--- config.mk ---
export PLATFORM = sky130hd
export DESIGN_NAME = pcg_multi_stream
export DESIGN_NICKNAME = d
export VERILOG_FILES = /design/src/rtl/pcg_multi_stream.sv
export SDC_FILE = /design/constraint.sdc
export NUM_CORES = 1
export LEC_CHECK = 0
export BUFFER_PORTS_ARGS = -buffer_cell sky130_fd_sc_hd__buf_4
export CAP_MARGIN = 20
export CORE_ASPECT_RATIO = 1.75
export CORE_MARGIN = 2
export CORE_UTILIZATION = 55
export CTS_CLUSTER_SIZE = 20
export DETAILED_ROUTE_END_ITERATION = 6
export PLACE_DENSITY = 0.77
export SLEW_MARGIN = 5
export SYNTH_ARGS = -nofsm -noshare
export SYNTH_HDL_FRONTEND = slang
export SYNTH_SLANG_ARGS = --single-unit
--- constraint.sdc ---
create_clock -name clk -period 4.6 [get_ports clk]
set_input_delay 0.23 -clock clk [delete_from_list [all_inputs] [get_ports clk]]
set_output_delay 0.23 -clock clk [all_outputs]
set_load 0.05 [all_outputs]
--- src/rtl/pcg_multi_stream.sv ---
// Multi-channel PCG (XSH-RR) generator: NUM_CH LCG streams stepping together behind one
// ready/valid output. Define PCG_INC_LOAD_EN to make per-channel increments run-time writable.
module pcg_multi_stream #(
   parameter int unsigned        STATE_W = 16,
   parameter int unsigned        OUT_W   = 8,
   parameter int unsigned        NUM_CH  = 2,
   parameter logic [STATE_W-1:0] MULT    = 16'h5851,
   parameter logic [STATE_W-1:0] INC     = 16'h1405
) (
   input  logic                      clk,
   input  logic                      rst_n,
   input  logic                      en_i,
   input  logic                      out_ready_i,
   output logic                      out_valid_o,
   output logic [NUM_CH*OUT_W-1:0]   out_data_o,
   input  logic                      seed_we_i,
   input  logic [2:0]                seed_ch_i,
   input  logic [STATE_W-1:0]        seed_val_i,
   input  logic                      inc_we_i,
   input  logic [STATE_W-1:0]        inc_val_i
);

   localparam int unsigned ROT_W = $clog2(OUT_W);
   localparam int unsigned XSH   = (OUT_W + ROT_W) / 2;
   localparam int unsigned SHIFT = STATE_W - OUT_W - ROT_W;

   // XSH-RR output permutation; rotating a doubled word avoids a zero-fill special case at r=0.
   function automatic logic [OUT_W-1:0] perm(input logic [STATE_W-1:0] s);
      logic [STATE_W-1:0] mix;
      logic [ROT_W-1:0]   rot;
      logic [2*OUT_W-1:0] dbl;
      mix = ((s >> XSH) ^ s) >> SHIFT;
      rot = s[STATE_W-1 -: ROT_W];
      dbl = {mix[OUT_W-1:0], mix[OUT_W-1:0]} >> rot;
      return dbl[OUT_W-1:0];
   endfunction

   logic                    step;
   logic                    out_valid_q, out_valid_d;
   logic [NUM_CH*OUT_W-1:0] out_data_q, out_data_d;
   logic [NUM_CH*OUT_W-1:0] perm_all;

   assign step = en_i & (~out_valid_q | out_ready_i);

   for (genvar c = 0; c < NUM_CH; c++) begin : g_ch
      localparam logic [STATE_W-1:0] IncBase = (INC + STATE_W'(2 * c)) | STATE_W'(1);

      logic [STATE_W-1:0] state_q, state_d;
      logic [STATE_W-1:0] inc_cur;
      logic               seed_hit;

      // Out-of-range channel numbers never match, so such writes fall away naturally.
      assign seed_hit = seed_we_i && (seed_ch_i == 3'(c));

`ifdef PCG_INC_LOAD_EN
      logic [STATE_W-1:0] inc_q;
      logic               inc_hit;

      assign inc_hit = inc_we_i && (seed_ch_i == 3'(c));

      always_ff @(posedge clk) begin
         if (!rst_n) begin
            inc_q <= IncBase;
         end else if (inc_hit) begin
            inc_q <= inc_val_i | STATE_W'(1);
         end
      end

      assign inc_cur = inc_q;
`else
      assign inc_cur = IncBase;
`endif

      always_comb begin
         state_d = state_q;
         if (seed_hit) begin
            state_d = seed_val_i;
         end else if (step) begin
            state_d = state_q * MULT + inc_cur;
         end
      end

      always_ff @(posedge clk) begin
         if (!rst_n) begin
            state_q <= '0;
         end else begin
            state_q <= state_d;
         end
      end

      assign perm_all[c*OUT_W +: OUT_W] = perm(state_q);
   end

`ifndef PCG_INC_LOAD_EN
   logic unused_inc;
   assign unused_inc = ^{inc_we_i, inc_val_i};
`endif

   always_comb begin
      out_valid_d = out_valid_q & ~out_ready_i;
      out_data_d  = out_data_q;
      if (step) begin
         out_valid_d = 1'b1;
         out_data_d  = perm_all;
      end
   end

   always_ff @(posedge clk) begin
      if (!rst_n) begin
         out_valid_q <= 1'b0;
         out_data_q  <= '0;
      end else begin
         out_valid_q <= out_valid_d;
         out_data_q  <= out_data_d;
      end
   end

   assign out_valid_o = out_valid_q;
   assign out_data_o  = out_data_q;

endmodule

==> metrics.txt, run 1 <==
P&R area growth vs syn 9.68%; count of pins over their slew limit 0; DIE HEIGHT 138 um; first-pass GRT wire length 22.8 mm; share of cells above drive strength 1 between 10% and 20%; Pwr per Cell Area 587 nW/um2; post-CTS setup buffer count 0; Setup TNS 0 ps; vias in the first global route 4847; YS warnings 0; Net Switching 1.70 mW; hold crit path type in -> reg; vias per std cell 5.93; CP Capture Type flop; Die Width between 80 and 90 um; WP buf/inv 2; per-cell routed wire length 17.6 um; commonest non-fill, non-tap cell in the layout ha_1; status complete, no violations; Worst setup SP type flop; Post-synth EDFFs 0; Seq/Total Area, Yosys 17.5%; grt total ovfl 0; clk sinks 49; Post-DRT Antenna Nets 0; drt drc 0; post-synth top area share 22.5%; Syn Inst Count slightly above 600; Worst-Margin Slew 1040 ps; Cell Area, Synth ~5600 um2; slowest cell delay on critical path 650 ps; worst-path cell chain ha_1 -> inv_1 -> fa_1 -> inv_1 -> ha_1 -> fa_1 -> fa_1 -> ha_1 -> a2111oi_1 -> o31ai_1 -> xnor2_1 -> a31oi_1; data arrival time of the worst path 4300 ps; cell taking the most area after synthesis ha_1; Comb pwr share 70.4%; initial antenna violation count 0; Total Power ~3.6 mW; post-CTS sizing 0; initial core utilization 56.6%; clock share of power 10.3%; Peak VDD IR between 0.6 and 0.7 mV; NumNets Final 819; RSZ-0062 raised after global routing no; top_reg_cell synth dfxtp_1; Post-CTS Hold Buffers 0; clock latency on the worst-skew pair 290 ps; Tmin final between 4000 and 5000 ps; syn_area_per_cell 9.04 um2; Leak 3.13 nW; Final Hold Fails 0; max-capacitance violation count 0; maximum clock path buffer count 2; DR iter-0 viols 264; CTS Buf Count 5; CP Max Fanout 5; CP top delay family adder cells; Die ar. 11100 um2; Critical Path Slowest Stage Cell a2111oi_1; final setup fails 0; slew margin rel. 30.6%; WS Path Type reg -> reg; Syn Nets 793; Netlist cell types 53; core area 9910 um2; Flop pwr share around 19%; DR vias roughly 4600; pin count of the biggest net entering global routing 56; part of the cycle the worst path needs 90.7%; Sw Share 47.2%; RePlAce Congestion 0.920; clock slew at the register clock pins of the worst setup and hold paths 70 ps; internal power between 1.5 and 2 mW; TritonCTS clock tree built; final wirelength 13.6 mm; final antenna diode count 0; num rows 48; H-tree depth 2; Yosys reg bits 49; Fmax achieved 240 MHz; First-pass DRT Iterations 4; most frequent cells in the layout ha_1, inv_1, nand2_1; CTS Root Cell clkbuf_16; Overall Global Routing Usage 26.5%; CP Data Required Time 4730 ps; ranking of synthesized cells by area ha_1, dfxtp_1, fa_1; post-synthesis async set-or-reset flop share 0%; Port Buffers 40; I/O Pins 58; hpwl dp roughly 11 mm; clk_skew 6.23 ps
-- worst reg2reg max path: cells and delay by family (launching register included) --
kind	cells	cell delay [ps]
buffers and inverters	2	90
DFF	1	510
AOI/OAI and AO/OA	3	940
xor gates and xnor gates	1	170
adders and majority gates	6	2290
-- layer usage --
| metal | routed length [um] | track usage (%) | part of all wire, % |
|---|---|---|---|
| met4 | 699 | 13.8 | 5.1 |
| met1 | 5000 | 27.8 | 37 |
| met3 | 378 | 1.97 | 2.8 |
| met5 | 0 | 0 | 0 |
| met2 | 7520 | 51.1 | 55 |
-- synth_stat cells (2+ instances only) --
library cell  number
ha_1             101
inv_1             65
nand2_1           61
dfxtp_1           49
a21oi_1           34
xnor2_1           33
fa_1              30
o21ai_0           23
o211a_1           21
xor2_1            21
clkbuf_1          18
nor2_1            18
o211ai_1          18
nor2b_1           12
a211oi_1          11
mux2i_1           11
a21boi_0           9
nand3_1            9
a21o_1             6
buf_1              6
o21a_1             5
and2_1             4
mux4_2             4
or3_1              4
a31oi_1            3
and3_1             3
buf_2              3
mux4_1             3
nand4_1            3
o21bai_1           3
or2_2              3
mux2_2             2
nand2b_1           2
nor3_1             2
o2111ai_1          2
o31ai_1            2
-- state kept, by name, indices dropped and copies added, names as in the netlist --
signal,cells
g_ch.state_q,32
out_data_o,16
out_valid_o,1
-- through the flow --
step | instance area, um2 | hold WS [ps] | utilization, % | worst slack (ps) | std cells
final | 6150 | 186 | 62.1 | 429 | 773
after detailed placement | 6010 | 457 | 60.7 | 439 | 765
after global placement | 6010 | 454 | 60.7 | 537 | 765
after global routing | 6150 | 199 | 62.1 | 227 | 773
after floorplan | 5610 | 369 | - | 829 | 621
after CTS | 6150 | 186 | 62.1 | 426 | 773
-- cell type report --
cell class | count | area [um2]
clock inverter | 3 | 17.5
timing repair buffer | 48 | 360
multi-input combinational | 477 | 4270
tap | 125 | 156
inverter | 66 | 248
fill | 884 | 3750
clock buffer | 5 | 125
sequential | 49 | 981
-- kinds of logic after synthesis --
group | count (synthesis) | synth area share, %
buffers and inverters | 95 | 6.51
DFF | 49 | 17.5
adders and majority gates | 131 | 33.2
muxes | 21 | 5.64
AOI/OAI and AO/OA | 147 | 18.4
xor gates and xnor gates | 55 | 8.72
and+or+nand+nor | 123 | 10.0
-- final timing paths --
kind | startpoint | end | slack [ps] | cells after the start
max | g_ch[1].state_q[4] | g_ch[1].state_q[14] | 430 | 12
min | seed_val_i[3] | g_ch[0].state_q[3] | 190 | 2
max reg2reg | g_ch[1].state_q[4] | g_ch[1].state_q[14] | 430 | 12
min reg2reg | out_data_o[7] | out_data_o[7] | 460 | 2
-- power by group through the flow --
stage / logic (mW) / clock network (mW) / registers [mW]
after CTS: 2.55 / 0.373 / 0.696
after global placement: 2.44 / 0 / 0.695
after floorplan: 1.96 / 0 / 0.725
after detailed placement: 2.53 / 0 / 0.704
after global routing: 2.88 / 0.392 / 0.714
final: 2.54 / 0.371 / 0.699
(Power assumes the default switching activity.)
==> run 2: changes to the inputs <==
- GPL_TIMING_DRIVEN: default -> 0
==> run 2 against run 1 <==
Against the previous run:
- total power up 4.6%
- die area stayed put
- combinational power increased by 3%
- worst setup slack improved by 54 ps
- clock power is 33% higher
- highest routed layer unchanged
- global-route usage up 1.9 points
==> metrics.txt, run 2 (synthesis gave the netlist of run 1 again) <==
status complete, no violations (unchanged); Top reg by flops g_ch.state_q (unchanged); Critical path origin g_ch[1].state_q[6] (was g_ch[1].state_q[4]); hold crit path type in -> reg (unchanged); Critical Path Slowest Stage Cell dfxtp_1 (was a2111oi_1); Peak VDD IR 0.357 mV (was 0.631 mV); Hold Crit Depth 2 (unchanged); P&R area growth vs syn 11.6% (was 9.68%); maximum clock path buffer count 2 (unchanged); R2R Setup Slk 480 ps (was 430 ps); DR vias 4710 (was 4586); WS Path Type reg -> reg (unchanged); final antenna diode count 0 (unchanged); Post-CTS Hold Buffers 0 (unchanged); commonest non-fill, non-tap cell in the layout ha_1 (unchanged); Comb pwr share 69.4% (was 70.4%); first-pass GRT wire length 23.8 mm (was 22.8 mm); hpwl dp 12.2 mm (was 11.0 mm); Setup WS pre-CTS 493 ps (was 439 ps); grt total ovfl 0 (unchanged); I/O Pins 58 (unchanged); share of cells above drive strength 1 10.0% (was 11.0%); CP Data Required Time 4830 ps (was 4730 ps); DIE HEIGHT 138 um (unchanged); most frequent cells in the layout ha_1, inv_1, nand2_1 (unchanged); First-pass DRT Iterations 5 (was 4); R2R Path Start g_ch[1].state_q[6] (was g_ch[1].state_q[4]); Final Hold Fails 0 (unchanged); Sw Share 46.2% (was 47.2%); data arrival time of the worst path 4350 ps (was 4300 ps); Setup TNS 0 ps (unchanged); CP Capture Type flop (unchanged); RePlAce Congestion 0.967 (was 0.920); clock share of power 13.1% (was 10.3%); NumNets Final 840 (was 819); H-tree depth 2 (unchanged); slew margin rel. 52.8% (was 30.6%); Post-DRT Antenna Nets 0 (unchanged); Overall Global Routing Usage 28.4% (was 26.5%); max-capacitance violation count 0 (unchanged); per-cell routed wire length 18.5 um (was 17.6 um); initial antenna violation count 0 (unchanged); CP Max Fanout 5 (unchanged); clock latency on the worst-skew pair 300 ps (was 290 ps); Final Util 63.2% (was 62.1%); pin count of the biggest net entering global routing 17 (was 56); DR iter-0 viols 215 (was 264); num rows 48 (unchanged); Die Width 80.4 um (unchanged); part of the cycle the worst path needs 89.5% (was 90.7%); Pwr per Cell Area 603 nW/um2 (was 587 nW/um2); Fmax achieved 243 MHz (was 240 MHz); CTS Buf Count 5 (unchanged); CTS Root Cell clkbuf_16 (unchanged); RSZ-0062 raised after global routing no (unchanged); count of pins over their slew limit 0 (unchanged); TritonCTS clock tree built (unchanged); max reg flops 32 (unchanged); post-CTS setup buffer count 0 (unchanged); final setup fails 0 (unchanged); vias per std cell 5.93 (about the same); initial core utilization 56.6% (unchanged); clk_skew 4.85 ps (was 6.23 ps); Register-to-Register Path Depth 14 (was 12); post-CTS sizing 0 (unchanged); clock slew at the register clock pins of the worst setup and hold paths 70 ps (about the same); final wirelength 14.7 mm (was 13.6 mm); slowest cell delay on critical path 510 ps (was 650 ps); Hold Path Sink g_ch[0].state_q[0] (was g_ch[0].state_q[3]); internal power 2.03 mW (was 1.91 mW); clk sinks 49 (unchanged); Net Switching 1.75 mW (was 1.70 mW); Worst-Margin Slew 705 ps (was 1040 ps); Flop pwr share 17.6% (was 19.4%); setup ws final 483 ps (was 429 ps); HP Start seed_val_i[0] (was seed_val_i[3]); Worst setup SP type flop (unchanged); Layout fillers 876 (was 884); Leak 3.17 nW (was 3.13 nW); Min Hold Slack 184 ps (was 186 ps); worst-path cell chain ha_1 -> inv_1 -> fa_1 -> inv_1 -> ha_1 -> fa_1 -> fa_1 -> ha_1 -> or2_2 -> a21o_1 -> o2111ai_1 -> a21oi_1 -> mux2_4 -> o22ai_2 (was ha_1 -> inv_1 -> fa_1 -> inv_1 -> ha_1 -> fa_1 -> fa_1 -> ha_1 -> a2111oi_1 -> o31ai_1 -> xnor2_1 -> a31oi_1); drt drc 0 (unchanged); core area 9910 um2 (unchanged); Port Buffers 40 (unchanged); vias in the first global route 4925 (was 4847); Die ar. 11100 um2 (unchanged); Critical R2R Capture g_ch[1].state_q[15] (was g_ch[1].state_q[14]); Tmin final 4120 ps (was 4170 ps)
[run 2: per-layer routing]
layer | vias to the layer above | part of all wire [%] | global-route usage, %
li1 | 2266 | - | -
met1 | 2259 | 36 | 29.1
met2 | 143 | 55 | 55.3
met3 | 42 | 3.5 | 2.10
met4 | 0 | 5.5 | 15.4
met5 | - | 0 | 0
[run 2: critical path, delay by kind of cell, from the launching register on]
kind            cells  cell delay [ps]
fa+ha+maj           6             2320
compound gates      4              530
flops               1              510
simple gates        1              300
mux                 1              290
buf+inv             2               90
[run 2: final cells by class]
type	instances	area [um2]	area share [%]
multi-input combinational	477	4270	68.1
sequential	49	981	15.7
timing repair buffer	40	300	4.80
inverter	66	248	3.96
tap	125	156	2.50
clock buffer	5	125	2.00
buffer	29	118	1.88
clock inverter	3	68.8	1.10
[run 2: how the worst max path moves through the flow]
stage                          endpoint  cells after the start  slack (ps)
floorplan           g_ch[1].state_q[15]                     14         830
global placement    g_ch[0].state_q[15]                     16         490
detailed placement  g_ch[1].state_q[15]                     14         490
CTS                 g_ch[0].state_q[15]                     16         480
global route        g_ch[0].state_q[15]                     16         310
finish              g_ch[1].state_q[15]                     14         480
[run 2: power by group through the flow]
stage	registers [mW]	clock network, mW	logic, mW
after global placement	0.666	0	2.51
after CTS	0.660	0.492	2.63
final	0.663	0.493	2.62
after floorplan	0.725	0	1.96
after detailed placement	0.669	0	2.60
after global routing	0.675	0.510	2.93
[run 2: per-stage QoR]
| stage | std cells | total power [mW] | cell area [um2] |
|---|---|---|---|
| after floorplan | 621 | 2.68 | 5610 |
| after global placement | 786 | 3.18 | 6070 |
| after detailed placement | 786 | 3.27 | 6070 |
| after CTS | 794 | 3.78 | 6260 |
| after global routing | 794 | 4.11 | 6260 |
| final | 794 | 3.78 | 6260 |
==> run 3: changes to the inputs <==
- CTS_BUF_LIST: default -> sky130_fd_sc_hd__clkbuf_4 sky130_fd_sc_hd__clkbuf_8
==> run 3 against run 2 <==
Against the previous run:
- core utilization is 0.57 points lower
- hold slack worse by 25 ps
- combinational power hardly changed
- cell count stayed put
- non-clock buffer count stayed put
- register-to-register slack worse by 20 ps
- sequential cell count stayed put
- highest routed layer unchanged
- critical path depth is 2 lower
- maximum frequency is 0.52% lower
==> metrics.txt, run 3 (synthesis gave the netlist of run 1 again) <==
maximum clock path buffer count 2 (unchanged); RePlAce Congestion 0.967 (unchanged); most frequent cells in the layout ha_1, inv_1, nand2_1 (unchanged); I/O Pins 58 (unchanged); hold crit path type in -> reg (unchanged); share of cells above drive strength 1 10.0% (unchanged); Final Util 62.6% (was 63.2%); per-cell routed wire length 18.4 um (was 18.5 um); DR vias 4680 (was 4710); DR iter-0 viols 227 (was 215); vias in the first global route 4893 (was 4925); CP Capture Type flop (unchanged); post-CTS sizing 0 (unchanged); Post-CTS Hold Buffers 0 (unchanged); Setup WS pre-CTS 493 ps (unchanged); CP dominant cell by count ha_1; HP Start seed_val_i[0] (unchanged); clk sinks 49 (unchanged); final setup fails 0 (unchanged); clock latency on the worst-skew pair 320 ps (was 300 ps); count of pins over their slew limit 0 (unchanged); First-pass DRT Iterations 5 (unchanged); Fmax achieved 242 MHz (was 243 MHz); R2R Setup Slk 460 ps (was 480 ps); TritonCTS clock tree built (unchanged); Hold Path Sink g_ch[0].state_q[0] (unchanged); clock slew at the register clock pins of the worst setup and hold paths 100 ps (was 70 ps); Critical R2R Capture g_ch[1].state_q[14] (was g_ch[1].state_q[15]); RSZ-0062 raised after global routing no (unchanged); WS Path Type reg -> reg (unchanged); clk_skew 6.27 ps (was 4.85 ps); Worst-Margin Slew 687 ps (was 705 ps); slowest cell delay on critical path 680 ps (was 510 ps); Setup TNS 0 ps (unchanged); Pwr per Cell Area 591 nW/um2 (was 603 nW/um2); Die ar. 11100 um2 (unchanged); grt total ovfl 0 (unchanged); Hold Crit Depth 2 (unchanged); Min Hold Slack 159 ps (was 184 ps); CP Max Fanout 7 (was 5); Total Power 3.67 mW (was 3.78 mW); hpwl dp 12.2 mm (unchanged); Top reg by flops g_ch.state_q (unchanged); final wirelength 14.6 mm (was 14.7 mm); placed instance count 786 (unchanged); Overall Global Routing Usage 28.2% (was 28.4%); commonest non-fill, non-tap cell in the layout ha_1 (unchanged); status complete, no violations (unchanged); Tmin final 4140 ps (was 4120 ps); initial core utilization 56.6% (unchanged); Post-DRT Antenna Nets 0 (unchanged); NumNets Final 840 (unchanged); vias per std cell 5.89 (was 5.93); core area 9910 um2 (unchanged); Port Buffers 40 (unchanged); pin count of the biggest net entering global routing 17 (unchanged); Critical Path Slowest Stage Cell a2111oi_1 (was dfxtp_1); cell area after placement 6070 um2 (unchanged); drt drc 0 (unchanged); part of the cycle the worst path needs 90.0% (was 89.5%); R2R Path Start g_ch[1].state_q[8] (was g_ch[1].state_q[6]); CP Data Required Time 4850 ps (was 4830 ps); max reg flops 32 (unchanged); max-capacitance violation count 0 (unchanged); post-route cell area 6210 um2 (was 6260 um2); fin cells 794 (unchanged); Register-to-Register Path Depth 12 (was 14); data arrival time of the worst path 4390 ps (was 4350 ps); CTS Root Cell clkbuf_8 (was clkbuf_16); final antenna diode count 0 (unchanged); H-tree depth 2 (unchanged); post-CTS setup buffer count 0 (unchanged); Final Hold Fails 0 (unchanged); DIE HEIGHT 138 um (unchanged); Leak 3.14 nW (was 3.17 nW); Worst setup SP type flop (unchanged); CTS Buf Count 5 (unchanged); Peak VDD IR 0.357 mV (about the same); num rows 48 (unchanged); setup ws final 461 ps (was 483 ps); P&R area growth vs syn 10.6% (was 11.6%); first-pass GRT wire length 23.6 mm (was 23.8 mm); Die Width 80.4 um (unchanged); slew margin rel. 54.2% (was 52.8%); initial antenna violation count 0 (unchanged); worst-path cell chain ha_1 -> ha_1 -> ha_1 -> fa_1 -> ha_1 -> ha_1 -> nand4_1 -> o21bai_1 -> a2111oi_1 -> o31ai_1 -> xnor2_1 -> a31oi_1 (was ha_1 -> inv_1 -> fa_1 -> inv_1 -> ha_1 -> fa_1 -> fa_1 -> ha_1 -> or2_2 -> a21o_1 -> o2111ai_1 -> a21oi_1 -> mux2_4 -> o22ai_2)
run 3: cell types whose count changed in the layout (fill, tap and decap cells not counted):
cell / before / now
clkbuf_8: 0 / 5
clkbuf_16: 5 / 0
run 3: metal layers:
metal  vias to the layer above  GRT usage [%]  wire length (um)
met5                         -              0                 0
met4                         0           15.9               849
met3                        43           2.10               417
met2                       111           54.4              8000
met1                      2257           28.9              5310
li1                       2269              -                 -
run 3: layout make-up:
type	instances	area [um2]
multi-input combinational	477	4270
fill	883	3700
sequential	49	981
timing repair buffer	40	300
inverter	66	248
tap	125	156
buffer	29	118
clock buffer	5	68.8
clock inverter	3	68.8
run 3: how the worst max path moves through the flow:
stage                       start                  end  slack (ps)  depth (start not counted)
3_3_place_gp   g_ch[0].state_q[6]  g_ch[0].state_q[15]         490                         16
2_1_floorplan  g_ch[1].state_q[4]  g_ch[1].state_q[15]         830                         14
3_5_place_dp   g_ch[1].state_q[6]  g_ch[1].state_q[15]         490                         14
6_report       g_ch[1].state_q[8]  g_ch[1].state_q[14]         460                         12
5_1_grt        g_ch[0].state_q[6]  g_ch[0].state_q[15]         310                         16
4_1_cts        g_ch[1].state_q[6]  g_ch[1].state_q[15]         480                         14
run 3: worst max-delay path, delay by kind of cell (launching register included):
kind	cells	cell delay (ps)
DFF	1	560
AOI/OAI and AO/OA	4	1170
xor gates and xnor gates	1	150
adders and majority gates	6	2030
and+or+nand+nor	1	160
run 3: power breakdown:
group          leakage [nW]  internal (mW)  total, mW  switching [mW]
Sequential            0.404          0.521      0.661           0.140
Combinational          2.67           1.20       2.62            1.43
Clock                0.0687          0.219      0.383           0.164
Total                  3.14           1.94       3.67            1.73
